**config.mk**
```make
export PLATFORM = sky130hd
export DESIGN_NAME = uart_tx_arbiter
export DESIGN_NICKNAME = d
export VERILOG_FILES = /design/src/rtl/uart_tx_arbiter.sv
export SDC_FILE = /design/constraint.sdc
export NUM_CORES = 1
export LEC_CHECK = 0
export CAP_MARGIN = 20
export CORE_MARGIN = 2
export CORE_UTILIZATION = 40
export DETAILED_ROUTE_END_ITERATION = 10
export GPL_TIMING_DRIVEN = 0
export PLACE_DENSITY = 0.95
export SYNTH_ARGS = -nofsm -noshare
export SYNTH_HDL_FRONTEND = slang
export SYNTH_SLANG_ARGS = --single-unit
```
**constraint.sdc**
```tcl
create_clock -name clk -period 5.25 [get_ports clk]
set_clock_uncertainty 0.2 [all_clocks]
set_input_delay 0.525 -clock clk [delete_from_list [all_inputs] [get_ports clk]]
set_output_delay 0.525 -clock clk [all_outputs]
set_load 0.01 [all_outputs]
```
**src/rtl/uart_tx_arbiter.sv**
```systemverilog
// Round-robin arbiter sharing one UART TX core among N byte-stream requesters.
// A granted requester keeps the core until it sends a byte flagged last, or until the lock timeout.
module uart_tx_arbiter #(
  parameter int unsigned N            = 4,
  parameter int unsigned LOCK_TIMEOUT = 0,
  parameter int unsigned TW           = 16
) (
  input  logic           clk,
  input  logic           rstn,
  input  logic [N-1:0]   req_valid,
  input  logic [8*N-1:0] req_data,
  input  logic [N-1:0]   req_last,
  output logic [N-1:0]   req_ready,
  output logic [N-1:0]   grant,
  output logic           busy,
  output logic           tx_start,
  output logic [7:0]     tx_data,
  input  logic           tx_ready
);

  localparam int unsigned IW = (N > 1) ? $clog2(N) : 1;
  localparam logic [TW-1:0] TmoLast = TW'(LOCK_TIMEOUT - 1);

  typedef enum logic [1:0] {
    StArb,
    StIssue,
    StWaitLo,
    StWaitHi
  } state_e;

  state_e          state_q;
  logic [IW-1:0]   owner_q;
  logic [IW-1:0]   ptr_q;
  logic [N-1:0]    grant_q;
  logic            last_q;
  logic [TW-1:0]   tmo_q;

  logic            found;
  logic [IW-1:0]   win_idx;
  logic [N-1:0]    win_oh;
  logic [IW:0]     cand;
  logic [IW-1:0]   ptr_next;
  logic            owner_valid;

  // Scan from the highest offset down so the candidate closest to the pointer is written last.
  always_comb begin
    found   = 1'b0;
    win_idx = '0;
    win_oh  = '0;
    cand    = '0;
    for (int k = N - 1; k >= 0; k--) begin
      cand = {1'b0, ptr_q} + (IW + 1)'(k);
      if (cand >= (IW + 1)'(N)) begin
        cand = cand - (IW + 1)'(N);
      end
      if (req_valid[cand[IW-1:0]]) begin
        found   = 1'b1;
        win_idx = cand[IW-1:0];
      end
    end
    win_oh[win_idx] = found;
  end

  assign owner_valid = req_valid[owner_q];
  assign ptr_next    = (owner_q == IW'(N - 1)) ? '0 : owner_q + 1'b1;
  assign tx_start    = (state_q == StIssue) && owner_valid && tx_ready;
  assign grant       = grant_q;
  assign busy        = (state_q != StArb);

  always_comb begin
    req_ready          = '0;
    req_ready[owner_q] = tx_start;
    tx_data            = '0;
    for (int i = 0; i < N; i++) begin
      if (owner_q == IW'(i)) begin
        tx_data = req_data[8*i +: 8];
      end
    end
  end

  always_ff @(posedge clk) begin
    if (!rstn) begin
      state_q <= StArb;
      owner_q <= '0;
      ptr_q   <= '0;
      grant_q <= '0;
      last_q  <= 1'b0;
      tmo_q   <= '0;
    end else begin
      unique case (state_q)
        StArb: begin
          if (found) begin
            owner_q <= win_idx;
            grant_q <= win_oh;
            tmo_q   <= '0;
            state_q <= StIssue;
          end
        end
        StIssue: begin
          if (tx_start) begin
            last_q  <= req_last[owner_q];
            tmo_q   <= '0;
            state_q <= StWaitLo;
          end else if (LOCK_TIMEOUT != 0 && !owner_valid) begin
            if (tmo_q == TmoLast) begin
              grant_q <= '0;
              ptr_q   <= ptr_next;
              tmo_q   <= '0;
              state_q <= StArb;
            end else begin
              tmo_q <= tmo_q + 1'b1;
            end
          end
        end
        // A start is issued only from StIssue, so the core never sees two starts per byte.
        StWaitLo: begin
          if (!tx_ready) begin
            state_q <= StWaitHi;
          end
        end
        StWaitHi: begin
          if (tx_ready) begin
            if (last_q) begin
              grant_q <= '0;
              ptr_q   <= ptr_next;
              state_q <= StArb;
            end else begin
              state_q <= StIssue;
            end
          end
        end
      endcase
    end
  end

endmodule
```
==> qor.yml <==
max_stage_delay_ns: 0.57
fin_crit_sh_pct: 64.8
drv_cap: 0
cts_tree: "done"
ant_nets: 0
drive_gt1_share_pct: 6.44
first_pass_iters: 4
grt_max_degree: 11
core_area_mm2: 0.00248
critPathSlowestCell: "clkdlybuf4s50_1"
area_growth_pct: 63.8
rsz0062_at_grt: "no"
finalSetupTns_ns: 0
htree_levels: 1
vdd_drop_max_mv: 0.208
clock_path_buffers: 2
max_freq_ghz: 0.294
max_slew_margin_pct: 67.5
worstSetupPathType: "reg -> out"
min_period_ns: 3.40
setup_violations: 0
hold_path.class: "reg -> reg"
ios: 61
critPathCaptureType: "output port"
synth-seq-cells: 11
diodes: 0
startpoint_type: "register"
path_clk_slew_ns: 0.07
post-dp-hpwl_um: 2800
crit_path_max_fanout: 10
layout_commonest_cell: "clkdlybuf4s50_1"
cts-resized-gates: 0
cts_buffers: 3
dr_total_vias: 1253
finalPower_uw: 488
netlist_top_cells_area: "dfxtp_1 21%, ha_1 9.6%, a21oi_1 7.2%"
track_usage_pct: 23.8
hold_depth: 2
wl_per_cell_um: 14.9
final_cell_mix: "60 x clkdlybuf4s50_1, 16 x nand2_1, 15 x a21oi_1, 11 x o21ai_0, 11 x dfxtp_1"
die_h_um: 55.0
grt_first_pass_wirelength_um: 5170
avgSynthCellArea_um2: 7.54
cp.depth: 6
overflow: 0
leakagePower_uw: 0.000658
first_global_vias: 1207
drt_iter0_drc: 20
synth_largest_area_cell: "dfxtp_1"
cts_setup_buffers: 0
drt_wl_total_um: 3450
antenna_found_initial: 0
run_status: "finished, final reports clean"
hold_buffers: 0
ys_seq_area_share_pct: 21.2
syn_area_mm2: 0.00104
netlist.area_leader.share_pct: 21.2
synth_cells: 138
die_w_um: 55.0
hold_viol_final: 0
fp-row-count: 18
synth_fp_nets: 189
worstMarginPinSlew_ns: 0.487
port_buffers: 60
root_buffer: "clkbuf_4"
start_util_pct: 42.0
viasPerCell: 5.40
critPathArrivalTime_ns: 2.68
cp_top_family: "buffers and inverters"
final_nets: 254
powerDensity_mw_per_mm2: 286
clock_latency_ns: 0.27
drv_slew: 0
yosysWarnings: 0
dieArea_mm2: 0.00303
path_cells: "ha_1 -> clkbuf_1 -> clkbuf_1 -> a21oi_1 -> o21ai_0 -> clkdlybuf4s50_1"
cp_num_buf_inv: 3
clock-sinks: 11
cpMostUsedCell: "clkbuf_1"
crit_required_ns: 4.53
drc: 0
routabilityCongestion: 0.814
reg2regPathDepth: 5
ys_types: 33
## where the power goes
part           internal, µW  total, µW  switching (µW)
logic                   166        315             149
registers              98.4        115            16.8
clock network          29.4       57.8            28.4
total                   294        488             194
## synthesized netlist by cell type, drive strengths merged
| cell type | n |
|---|---|
| ha | 8 |
| nand3b | 3 |
| and2 | 2 |
| o21ai | 11 |
| nand2b | 4 |
| a22oi | 5 |
| o2111ai | 1 |
| inv | 8 |
| or3 | 1 |
| mux4 | 1 |
| nor3 | 2 |
| nor2b | 9 |
| a21boi | 1 |
| nand3 | 3 |
| a22o | 1 |
| a221oi | 1 |
| and3 | 4 |
| nand2 | 16 |
| buf | 1 |
| clkbuf | 6 |
| nor2 | 8 |
| dfxtp | 11 |
| o22ai | 2 |
| o21a | 2 |
| mux2i | 7 |
| o22a | 1 |
| nor4 | 1 |
| o211a | 1 |
| a32oi | 2 |
| a21oi | 15 |
## flip-flops by register name (all words and copies together), names as in the netlist
| name | flops |
|---|---|
| grant | 4 |
| last_q | 1 |
| ptr_q | 2 |
| owner_q | 2 |
| state_q | 2 |
## cell families after synthesis
| family | Yosys count | share of synthesized area [%] |
|---|---|---|
| simple gates | 53 | 27.0 |
| compound gates | 43 | 26.8 |
| buf+inv | 15 | 6.13 |
| flops | 11 | 21.2 |
| mux | 8 | 9.26 |
| fa+ha+maj | 8 | 9.62 |
## stage by stage
step	hold slack [ns]	util, %	setup WS, ns	instances	cell area [µm²]
floorplan	0.269	-	3.00	138	1040
global placement	0.237	67.8	2.30	228	1680
detailed placement	0.253	67.8	2.19	228	1680
CTS	0.269	68.8	1.90	232	1710
global route	0.281	68.8	1.67	232	1710
finish	0.267	68.8	1.85	232	1710
## layer usage
layer / GRT usage [%] / up-vias / share of wire, %
li1: - / 624 / -
met1: 24.9 / 583 / 40
met2: 48.2 / 37 / 55
met3: 2.69 / 9 / 3.2
met4: 7.72 / 0 / 2.1
met5: 0 / - / 0
## worst register-to-register path: stages, from the launching register on
cell      delay, ns
dfxtp_1        0.53
mux2i_1        0.26
o22ai_2        0.14
o21a_2         0.24
a21boi_1       0.14
o211a_1        0.21
## cell type report
cell class	count	area (µm²)
repair buffers	60	601
flip-flops and latches	11	220
plain buffers	7	33.8
inverters	8	30.0
multi-input cells	112	757
well taps	30	37.5
clock buffers	4	26.3
fillers	201	772
## worst paths after layout
kind | start | end | slack, ns
max reg2reg | owner_q[1] | state_q[0] | 3.43
max | owner_q[1] | tx_data[6] | 1.85
min reg2reg | grant[1] | grant[1] | 0.27
min | grant[1] | grant[1] | 0.27
(Power assumes the default switching activity.)
